**src/rtl/audio_pkg.sv**
```systemverilog
// Shared types for the audio transmit scheduler: FSM state encoding and stereo frame layout.
package audio_pkg;

    localparam int unsigned AUDIO_SAMPLE_W = 16;

    typedef enum logic [1:0] {
        IDLE  = 2'd0,
        PRIME = 2'd1,
        RUN   = 2'd2,
        DRAIN = 2'd3
    } audio_sched_state_e;

    // Left channel occupies the upper half of a frame word.
    typedef struct packed {
        logic [AUDIO_SAMPLE_W-1:0] left;
        logic [AUDIO_SAMPLE_W-1:0] right;
    } audio_frame_t;

endpackage

```
**src/rtl/audio_frame_fifo.sv**
```systemverilog
// Synchronous frame FIFO with flush; storage is registered and read combinationally at the head.
module audio_frame_fifo #(
    parameter int unsigned WIDTH = 32,
    parameter int unsigned DEPTH = 4
) (
    input  logic                     clk_i,
    input  logic                     rst_ni,
    input  logic                     flush_i,
    input  logic                     push_i,
    input  logic [WIDTH-1:0]         data_i,
    input  logic                     pop_i,
    output logic [WIDTH-1:0]         data_o,
    output logic                     full_o,
    output logic                     empty_o,
    output logic [$clog2(DEPTH):0]   level_o
);

    localparam int unsigned PW = $clog2(DEPTH);
    localparam int unsigned LW = PW + 1;

    logic [WIDTH-1:0] mem_q [DEPTH];
    logic [PW-1:0]    wptr_q;
    logic [PW-1:0]    rptr_q;
    logic [LW-1:0]    cnt_q;
    logic             push_ok_s;
    logic             pop_ok_s;

    assign full_o    = (cnt_q == LW'(DEPTH));
    assign empty_o   = (cnt_q == LW'(0));
    assign level_o   = cnt_q;
    assign data_o    = mem_q[rptr_q];
    assign push_ok_s = push_i && !full_o;
    assign pop_ok_s  = pop_i && !empty_o;

    // Frame storage; cleared on reset so nothing stale is visible at the head.
    always_ff @(posedge clk_i or negedge rst_ni) begin
        if (!rst_ni) begin
            for (int i = 0; i < int'(DEPTH); i++) begin
                mem_q[i] <= {WIDTH{1'b0}};
            end
        end else if (push_ok_s && !flush_i) begin
            mem_q[wptr_q] <= data_i;
        end
    end

    // Pointers wrap naturally because DEPTH is a power of two.
    always_ff @(posedge clk_i or negedge rst_ni) begin
        if (!rst_ni) begin
            wptr_q <= {PW{1'b0}};
            rptr_q <= {PW{1'b0}};
            cnt_q  <= {LW{1'b0}};
        end else if (flush_i) begin
            wptr_q <= {PW{1'b0}};
            rptr_q <= {PW{1'b0}};
            cnt_q  <= {LW{1'b0}};
        end else begin
            if (push_ok_s) begin
                wptr_q <= wptr_q + PW'(1);
            end
            if (pop_ok_s) begin
                rptr_q <= rptr_q + PW'(1);
            end
            case ({push_ok_s, pop_ok_s})
                2'b10:   cnt_q <= cnt_q + LW'(1);
                2'b01:   cnt_q <= cnt_q - LW'(1);
                default: cnt_q <= cnt_q;
            endcase
        end
    end

endmodule

```
**src/rtl/audio_tx_sched.sv**
```systemverilog
// Round-robin stereo frame scheduler feeding an I2S transmitter, with prime/run/drain
// sequencing, underrun counting and a sticky interrupt.
module audio_tx_sched
    import audio_pkg::*;
#(
    parameter int unsigned SAMPLE_W   = 16,
    parameter int unsigned FIFO_DEPTH = 4,
    parameter int unsigned CNT_W      = 16
) (
    input  logic                          clk_i,
    input  logic                          rst_ni,
    input  logic                          start_i,
    input  logic                          stop_i,
    input  logic [2*SAMPLE_W-1:0]         src0_frame_i,
    input  logic                          src0_valid_i,
    output logic                          src0_ready_o,
    input  logic [2*SAMPLE_W-1:0]         src1_frame_i,
    input  logic                          src1_valid_i,
    output logic                          src1_ready_o,
    output logic [SAMPLE_W-1:0]           sample_o,
    output logic                          sample_valid_o,
    input  logic                          sample_ready_i,
    output logic                          tx_enable_o,
    input  logic                          underrun_i,
    input  logic [$clog2(FIFO_DEPTH):0]   lowat_i,
    input  logic                          irq_clr_i,
    output logic [$clog2(FIFO_DEPTH):0]   level_o,
    output logic                          busy_o,
    output logic [CNT_W-1:0]              underrun_cnt_o,
    output logic                          irq_o
);

    localparam int unsigned LW = $clog2(FIFO_DEPTH) + 1;
    localparam int unsigned FW = 2 * SAMPLE_W;

    audio_sched_state_e state_q, state_d;
    logic               last_grant_q, last_grant_d;
    logic               phase_q, phase_d;
    logic               under_prev_q;
    logic [CNT_W-1:0]   cnt_q, cnt_d;
    logic               irq_q, irq_d;

    logic               accept_ok_s;
    logic               grant_s;
    logic               push_s;
    logic [FW-1:0]      push_frame_s;
    logic               pop_s;
    logic               hs_s;
    logic               flush_s;
    logic               full_s;
    logic               empty_s;
    logic [LW-1:0]      level_s;
    logic [LW-1:0]      level_next_s;
    logic [FW-1:0]      head_s;
    logic               uedge_s;
    logic               wm_cross_s;

    audio_frame_fifo #(
        .WIDTH (FW),
        .DEPTH (FIFO_DEPTH)
    ) u_fifo (
        .clk_i   (clk_i),
        .rst_ni  (rst_ni),
        .flush_i (flush_s),
        .push_i  (push_s),
        .data_i  (push_frame_s),
        .pop_i   (pop_s),
        .data_o  (head_s),
        .full_o  (full_s),
        .empty_o (empty_s),
        .level_o (level_s)
    );

    // Arbiter: full is the pre-pop value, keeping ready free of any path from sample_ready_i.
    always_comb begin
        accept_ok_s = ((state_q == PRIME) || (state_q == RUN)) && !full_s;
        grant_s     = 1'b0;
        if (src0_valid_i && src1_valid_i) begin
            grant_s = ~last_grant_q;
        end else if (src1_valid_i) begin
            grant_s = 1'b1;
        end else begin
            grant_s = 1'b0;
        end
        src0_ready_o = accept_ok_s && !grant_s;
        src1_ready_o = accept_ok_s && grant_s;
        push_s       = accept_ok_s && (grant_s ? src1_valid_i : src0_valid_i);
        push_frame_s = grant_s ? src1_frame_i : src0_frame_i;
        last_grant_d = push_s ? grant_s : last_grant_q;
    end

    // Serialiser: left sample at phase 0, right at phase 1; the right handshake pops the frame.
    always_comb begin
        tx_enable_o    = (state_q == RUN) || (state_q == DRAIN);
        sample_valid_o = tx_enable_o && !empty_s;
        sample_o       = phase_q ? head_s[SAMPLE_W-1:0] : head_s[FW-1:SAMPLE_W];
        hs_s           = sample_valid_o && sample_ready_i;
        pop_s          = hs_s && phase_q;
        if (hs_s) begin
            phase_d = ~phase_q;
        end else begin
            phase_d = phase_q;
        end
    end

    // Next-state logic for the prime/run/drain sequence.
    always_comb begin
        state_d = state_q;
        flush_s = 1'b0;
        case (state_q)
            IDLE: begin
                if (start_i && !stop_i) state_d = PRIME;
                else                    state_d = IDLE;
            end
            PRIME: begin
                if (stop_i) begin
                    flush_s = 1'b1;
                    state_d = IDLE;
                end else if (full_s || (push_s && (level_s == LW'(FIFO_DEPTH - 1)))) begin
                    state_d = RUN;
                end else begin
                    state_d = PRIME;
                end
            end
            RUN: begin
                if (stop_i) state_d = DRAIN;
                else        state_d = RUN;
            end
            DRAIN: begin
                if (empty_s || (pop_s && (level_s == LW'(1)))) state_d = IDLE;
                else                                           state_d = DRAIN;
            end
            default: state_d = IDLE;
        endcase
    end

    // Underrun counting and the sticky interrupt; a set beats a simultaneous clear.
    always_comb begin
        level_next_s = level_s + LW'(push_s) - LW'(pop_s);
        uedge_s      = underrun_i && !under_prev_q && tx_enable_o;
        wm_cross_s   = (state_q == RUN) && (level_s >= lowat_i) && (level_next_s < lowat_i);
        if (uedge_s && (cnt_q != {CNT_W{1'b1}})) begin
            cnt_d = cnt_q + CNT_W'(1);
        end else begin
            cnt_d = cnt_q;
        end
        if (uedge_s || wm_cross_s) begin
            irq_d = 1'b1;
        end else if (irq_clr_i) begin
            irq_d = 1'b0;
        end else begin
            irq_d = irq_q;
        end
    end

    // Control and status registers.
    always_ff @(posedge clk_i or negedge rst_ni) begin
        if (!rst_ni) begin
            state_q      <= IDLE;
            last_grant_q <= 1'b1;
            phase_q      <= 1'b0;
            under_prev_q <= 1'b0;
            cnt_q        <= {CNT_W{1'b0}};
            irq_q        <= 1'b0;
        end else begin
            state_q      <= state_d;
            last_grant_q <= last_grant_d;
            phase_q      <= phase_d;
            under_prev_q <= underrun_i;
            cnt_q        <= cnt_d;
            irq_q        <= irq_d;
        end
    end

    assign busy_o         = (state_q != IDLE);
    assign level_o        = level_s;
    assign underrun_cnt_o = cnt_q;
    assign irq_o          = irq_q;

endmodule

```
**config.mk**
```make
export PLATFORM = sky130hd
export DESIGN_NAME = audio_tx_sched
export DESIGN_NICKNAME = d
export VERILOG_FILES = /design/src/rtl/audio_pkg.sv /design/src/rtl/audio_frame_fifo.sv /design/src/rtl/audio_tx_sched.sv
export SDC_FILE = /design/constraint.sdc
export NUM_CORES = 1
export LEC_CHECK = 0
export CORE_MARGIN = 1
export CORE_UTILIZATION = 39
export CTS_BUF_LIST = sky130_fd_sc_hd__clkbuf_4 sky130_fd_sc_hd__clkbuf_8 sky130_fd_sc_hd__clkbuf_16
export CTS_CLUSTER_DIAMETER = 40
export DETAILED_ROUTE_END_ITERATION = 10
export HOLD_SLACK_MARGIN = 0.12
export PLACE_DENSITY = 0.62
export SETUP_SLACK_MARGIN = 0.4
export SYNTH_ARGS = -nofsm -noshare
export SYNTH_HDL_FRONTEND = slang
export SYNTH_HIERARCHICAL = 1
export SYNTH_SLANG_ARGS = --single-unit
```
**constraint.sdc**
```tcl
create_clock -name clk_i -period 2.6 [get_ports clk_i]
set_input_delay 0.52 -clock clk_i [delete_from_list [all_inputs] [get_ports clk_i]]
set_output_delay 0.52 -clock clk_i [all_outputs]
set_load 0.005 [all_outputs]
```
* After elaboration in Yosys (flattened, before gate mapping)
Cells that the tools add are included.
** Word-level totals
- Register bits after elaboration :: 157
- Input port bits :: 76
- Logic and storage cells :: 103
** Cells by class
- $add $sub $neg :: 7
- Order comparisons :: 5
- Eq/ne operators :: 9
- Mux-type cells :: 27
- Bitwise logic cells :: 4
- Reductions and logical operators :: 38
** Operator list (number)
- bitwise mux 128 bit :: 1
- two-way mux 32 bit :: 4
- binary-select mux 32 bit (select 2 bit) :: 1
- demux 32 bit (select 2 bit) :: 1
- logical AND 1 bit :: 20
- adder 16 x 1 -> 16 bit (second input constant) :: 1
- two-way mux 16 bit :: 1
- inequality test 16 bit (second input constant) :: 1
- two-way mux 2 bit :: 7
- two-way mux 1 bit :: 9
- one-hot mux 2 bit (4 select lines) :: 1
- nonzero test 2 bit :: 4
- equality test 2 bit (second input constant) :: 3
- >= comparator 3 bit (second input constant) :: 2
- logical NOT 1 bit :: 6
- inverter 2 -> 3 bit :: 2
- one-hot mux 3 bit (2 select lines) :: 1
- logical OR 1 bit :: 5
- adder 2 x 1 -> 2 bit (second input constant) :: 2
- equality test 2 x 1 -> 1 bit (second input constant) :: 2
- adder 3 x 1 -> 3 bit :: 1
- adder 3 x 1 -> 3 bit (second input constant) :: 1
- equality test 3 x 1 -> 1 bit (second input constant) :: 1
- equality test 3 x 2 -> 1 bit (second input constant) :: 1
- 11 further kinds :: 12

* Depth between registers and ports, before layout
- Word-level depth :: 10
- Mapped depth :: 14
- Gate-level depth less buffers :: 14

* Modules after synthesis
The synthesis kept the hierarchy.
** Modules (own cells, without submodules)
- audio_frame_fifo :: instances 1, cells each 369, area each 6130.9 sq um
- audio_tx_sched :: instances 1, cells each 192, area each 2001.9 sq um

* Worst setup path after synthesis
No wires, ideal clock.
- Path type :: flip-flop to flip-flop
- From :: reg u_fifo.cnt_q[1] (netlist: u_fifo/level_o[1])
- To :: reg irq_q (netlist: irq_o)
- Setup time :: 0.142 ns
- Arrival time :: 2.711 ns
- Data required time :: 2.458 ns
- Path slack :: -0.253 ns
- Stages on the path, launching flop included :: 13
- Buffers on the path :: 0
- Cells stage by stage :: dfrtp_1 > nor3_1 > nor2_1 > and3_1 > ha_1 > inv_1 > ha_1 > fa_1 > xnor2_1 > ha_1 > inv_1 > o21ai_0 > o221ai_1
** On the way
- Longest elaborated chain between the ends :: 10
- Elaborated cells between the ends (all ways) :: 18
** Ends and longest elaborated chain
- start, declared :: line audio_frame_fifo.sv:24 : logic [LW-1:0] cnt_q;
- start signal, assigned :: line audio_frame_fifo.sv:51 : cnt_q <= {LW{1'b0}};
- start signal, assigned :: line audio_frame_fifo.sv:55 : cnt_q <= {LW{1'b0}};
- start signal, assigned :: line audio_frame_fifo.sv:64 : 2'b10: cnt_q <= cnt_q + LW'(1);
- logical NOT 3 bit * :: line audio_frame_fifo.sv:29 : assign empty_o = (cnt_q == LW'(0));
- via empty_s :: line audio_tx_sched.sv:51 : logic empty_s;
- logical NOT 1 bit * :: line audio_tx_sched.sv:95 : sample_valid_o = tx_enable_o && !empty_s;
- logical AND 1 bit * :: line audio_tx_sched.sv:95
- via sample_valid_o :: line audio_tx_sched.sv:21 : output logic sample_valid_o,
- logical AND 1 bit * :: line audio_tx_sched.sv:97 : hs_s = sample_valid_o && sample_ready_i;
- logical AND 1 bit * :: line audio_tx_sched.sv:98 : pop_s = hs_s && phase_q;
- via pop_s :: line audio_tx_sched.sv:47 : logic pop_s;
- subtractor 3 x 1 -> 3 bit * :: line audio_tx_sched.sv:139 : level_next_s = level_s + LW'(push_s) - LW'(pop_s);
- less-than comparator 3 bit * :: line audio_tx_sched.sv:141 : wm_cross_s = (state_q == RUN) && (level_s >= lowat_i) && (level_next_s < lowat_i);
- logical AND 1 bit * :: line audio_tx_sched.sv:141
- logical OR 1 bit * :: line audio_tx_sched.sv:147 : if (uedge_s || wm_cross_s) begin
- two-way mux 1 bit / nonzero test 2 bit (equally long branches)
- end signal, assigned :: line audio_tx_sched.sv:171 : irq_q <= irq_d;
- end, declared :: line audio_tx_sched.sv:41 : logic irq_q, irq_d;
The timed path passes the listed nets; every way through them passes the cells marked *.
A chain may end at the register's enable or synchronous reset.

* Final worst setup path
- From :: reg u_fifo.rptr_q[0]
- To :: out sample_o[0]
** On the way
- Longest elaborated chain between the ends :: 5
** Ends and longest elaborated chain
- start, declared :: line audio_frame_fifo.sv:23 : logic [PW-1:0] rptr_q;
- start signal, assigned :: line audio_frame_fifo.sv:50 : rptr_q <= {PW{1'b0}};
- start signal, assigned :: line audio_frame_fifo.sv:54 : rptr_q <= {PW{1'b0}};
- start signal, assigned :: line audio_frame_fifo.sv:61 : rptr_q <= rptr_q + PW'(1);
- inverter 2 -> 3 bit (not written as such) :: line audio_frame_fifo.sv:31 : assign data_o = mem_q[rptr_q];
- binary-select mux 32 bit (select 2 bit) :: line audio_frame_fifo.sv:31
- two-way mux 32 bit (not written as such) (2 in a row) :: line audio_frame_fifo.sv:31
- via head_s[0] :: line audio_tx_sched.sv:54 : logic [FW-1:0] head_s;
- two-way mux 16 bit :: line audio_tx_sched.sv:96 : sample_o = phase_q ? head_s[SAMPLE_W-1:0] : head_s[FW-1:SAMPLE_W];
- end, declared :: line audio_tx_sched.sv:20 : output logic [SAMPLE_W-1:0] sample_o,
The timed path passes the listed nets, and every way through them passes these cells. The select of a mux whose other input is x is not followed.

==> flow_metrics.env <==
export IMPL_via_count=5502
export IMPL_grt_total_usage_pct=21.8
export IMPL_required_time_of_the_critical_path_ps=2080
export IMPL_skew_ps=7.15
export IMPL_die_area_um2=21400
export IMPL_final_setup_viol_count=16
export IMPL_placement_setup_worst_slack_ps=-366
export IMPL_finalCritPeriodShare_pct=104
export IMPL_antenna_violating_nets_post_route=0
export IMPL_synthesis_yosys_warnings=6
export IMPL_timing_final_crit_period_ps=2700
export IMPL_fin_ws_ps=-99.3
export IMPL_final_cell_mix="sky130_fd_sc_hd__dfrtp_1 (151), sky130_fd_sc_hd__mux2_4 (145), sky130_fd_sc_hd__clkdlybuf4s50_1 (95)"
export IMPL_crit_path_end_kind="output port"
export IMPL_worst_endpoint_arrival_ps=2180
export IMPL_timing_worst_setup_path_type="flip-flop to output port"
export IMPL_max_slew_margin_pct=63.3
export IMPL_synth_yosys_seq_area_share_pct=48.3
export IMPL_synth_area_per_cell_um2=14.5
export IMPL_dp_hpwl_um=13000
export IMPL_worst_setup_hold_path_clk_slew_ps=60
export IMPL_post_route_cells_drive_above_1_share_pct=53.3
export IMPL_timing_fmax_mhz=370
export IMPL_netlist_area_um2=8130
export IMPL_clock_tree_root_cell="sky130_fd_sc_hd__clkbuf_16"
export IMPL_gp_routability_congestion=0.849
export IMPL_synth_distinct_cells=57
export IMPL_netlist_instances=561
export IMPL_post_route_util_pct=60.4
export IMPL_route_detailed_wl_per_inst_um=21.2
export IMPL_fin_nets=864
export IMPL_layout_filler_cells=1514
export IMPL_count_of_flip_flops_with_a_built_in_enable_after_synthesis=0
export IMPL_die_w_um=146
export IMPL_layout_commonest_cell="sky130_fd_sc_hd__dfrtp_1"
export IMPL_cts_num_sinks=157
export IMPL_row_count=52
export IMPL_drt_iter0_drc=219
export IMPL_ios=117
export IMPL_drt_pass1_iter_count=4
export IMPL_clk_path_buf_depth=2
export IMPL_grt_pass1_wl_um=35500
export IMPL_antenna_found_initial=0
export IMPL_setup_worst_path_start_class="flip-flop"
export IMPL_leakage_nw=5.77
export IMPL_totalWireLength_um=22300
export IMPL_port_buffers=116
export IMPL_synth_flop_cell="sky130_fd_sc_hd__dfrtp_1"
export IMPL_first_global_vias=6195
export IMPL_synth_ff_latch_count=157
export IMPL_floorplan_initialDensity_pct=39.9
export IMPL_cts_buffers_inserted=17
export IMPL_async_s_r_ff_share_synth_pct=100
export IMPL_maxCapViolations=0
export IMPL_core_area_um2=20400
export IMPL_clock_tree_htree_level_count=4
export IMPL_drc=0
export IMPL_antenna_diode_count=0
export IMPL_ir_drop_mv=0.608
export IMPL_critPathMaxFanout=7
export IMPL_syn_num_nets=656
export IMPL_report_final_hold_viol_count=0
export IMPL_hold_path_class="flip-flop to flip-flop"
export IMPL_tritoncts="yes"
export IMPL_drt_vias_per_instance=5.23
export IMPL_worst_slew_pin_slew_ps=546
export IMPL_timing_max_transition_violations_final=0
export IMPL_clk_insertion_delay_late_ps=420
export IMPL_syn_to_final_growth_pct=51.2
export IMPL_globalRouteOverflowTotal=0
export IMPL_failed_checks="setup timing"
export IMPL_rsz0062_at_grt="yes"
export IMPL_status="complete, but fails checks"
export IMPL_cellPowerDensity_nw_per_um2=1040
export IMPL_chipHeight_um=146
export IMPL_grt_start_max_net_pins=57
==> routing by layer <==
metal  routed length (um)  track usage (%)
met5                    0                0
met2                11500             37.9
met4                  408             6.56
met1                 9720             27.4
met3                  688             4.22
==> flip-flops by register name, indices dropped and copies added (netlist names) <==
register,flops
underrun_cnt_o,16
phase_q,1
state_q,2
u_fifo/level_o,3
last_grant_q,1
u_fifo/rptr_q,2
irq_o,1
under_prev_q,1
u_fifo/wptr_q,2
u_fifo/mem_q,128
==> kinds of logic after synthesis <==
kind of cell / synth area share, %
mux: 34.0
fa+ha+maj: 3.11
compound gates: 2.06
flops: 48.3
simple gates: 6.74
buf+inv: 3.51
xor+xnor: 2.26
==> cell usage after synthesis (all sizes together), types with 3 or more instances <==
cell,count,area (um2)
nor3,7,51.3
nor2b,3,18.8
dfrtp,156,3900
xnor2,10,87.6
o21ai,4,20.0
nand2b,8,50.1
nand2,12,55.1
xor2,11,96.3
mux4,32,721
buf,22,190
nand3b,3,26.3
nand4,7,65.1
ha,17,213
a211oi,3,22.5
mux2,177,2030
nor4,3,33.8
nand3,8,52.6
a21oi,8,40.0
clkbuf,6,23.8
inv,19,71.3
nor2,14,55.1
==> power by group <==
group / internal [W] / total, W / switching, W / leakage [nW]
Combinational: 0.00386 / 0.00596 / 0.00210 / 3.47
Clock: 0.00176 / 0.00279 / 0.00103 / 0.328
Sequential: 0.00343 / 0.00405 / 0.000614 / 1.97
Total: 0.00906 / 0.0128 / 0.00375 / 5.77
==> what timing repair did <==
| item | 4_1_cts | 5_1_grt |
|---|---|---|
| pin swaps | 16 | 6 |
| gates resized for setup | 245 | 66 |
| setup buffers | 35 | 12 |
| hold buffers | 1 | 0 |
| endpoints found under the hold margin | 30 | 0 |
| cloned | 14 | 0 |
| setup endpoints to repair | 152 | 153 |
==> area by class of cell <==
| class | instances | area [um2] | share of cell area, % |
|---|---|---|---|
| flip-flops and latches | 157 | 3940 | 32.0 |
| well taps | 270 | 338 | 2.75 |
| multi-input cells | 357 | 4680 | 38.1 |
| repair buffers | 217 | 2600 | 21.2 |
| clock buffers | 19 | 453 | 3.68 |
| inverters | 19 | 76.3 | 0.621 |
| clock inverters | 13 | 209 | 1.70 |
==> worst max-delay path, stage by stage, from the launching register on <==
cell and delay [ps]:
sky130_fd_sc_hd__dfrtp_2 460, sky130_fd_sc_hd__buf_6 130, sky130_fd_sc_hd__buf_12 120, sky130_fd_sc_hd__buf_6 110, sky130_fd_sc_hd__mux4_2 510, sky130_fd_sc_hd__mux2_4 300
sky130_fd_sc_hd__buf_6 120
==> stage by stage <==
stage,setup TNS (ps),instance area [um2],std cells,hold WS [ps],power (W)
4_1_cts,-1030,11900,1040,506,0.0124
5_1_grt,-2130,12300,1052,516,0.0134
3_5_place_dp,-588,9960,958,432,0.00819
2_1_floorplan,-24.1,8230,561,224,0.00659
6_report,-1110,12300,1052,506,0.0128
3_3_place_gp,-286,9960,958,423,0.00798
==> path summary, 6_finish.rpt <==
check,start,endpoint,slack [ps],cells past startpoint
min in group asynchronous,rst_ni,underrun_cnt_o[1],550,2
max in group asynchronous,rst_ni,u_fifo/mem_q[113],1330,3
worst min-delay path,u_fifo/mem_q[18],u_fifo/mem_q[18],510,1
worst min register to register,u_fifo/mem_q[18],u_fifo/mem_q[18],510,1
worst max-delay path,u_fifo/rptr_q[0],sample_o[0],-100,6
worst max register to register,state_q[0],irq_o,20,12
Power figures use the tool's default switching activity.
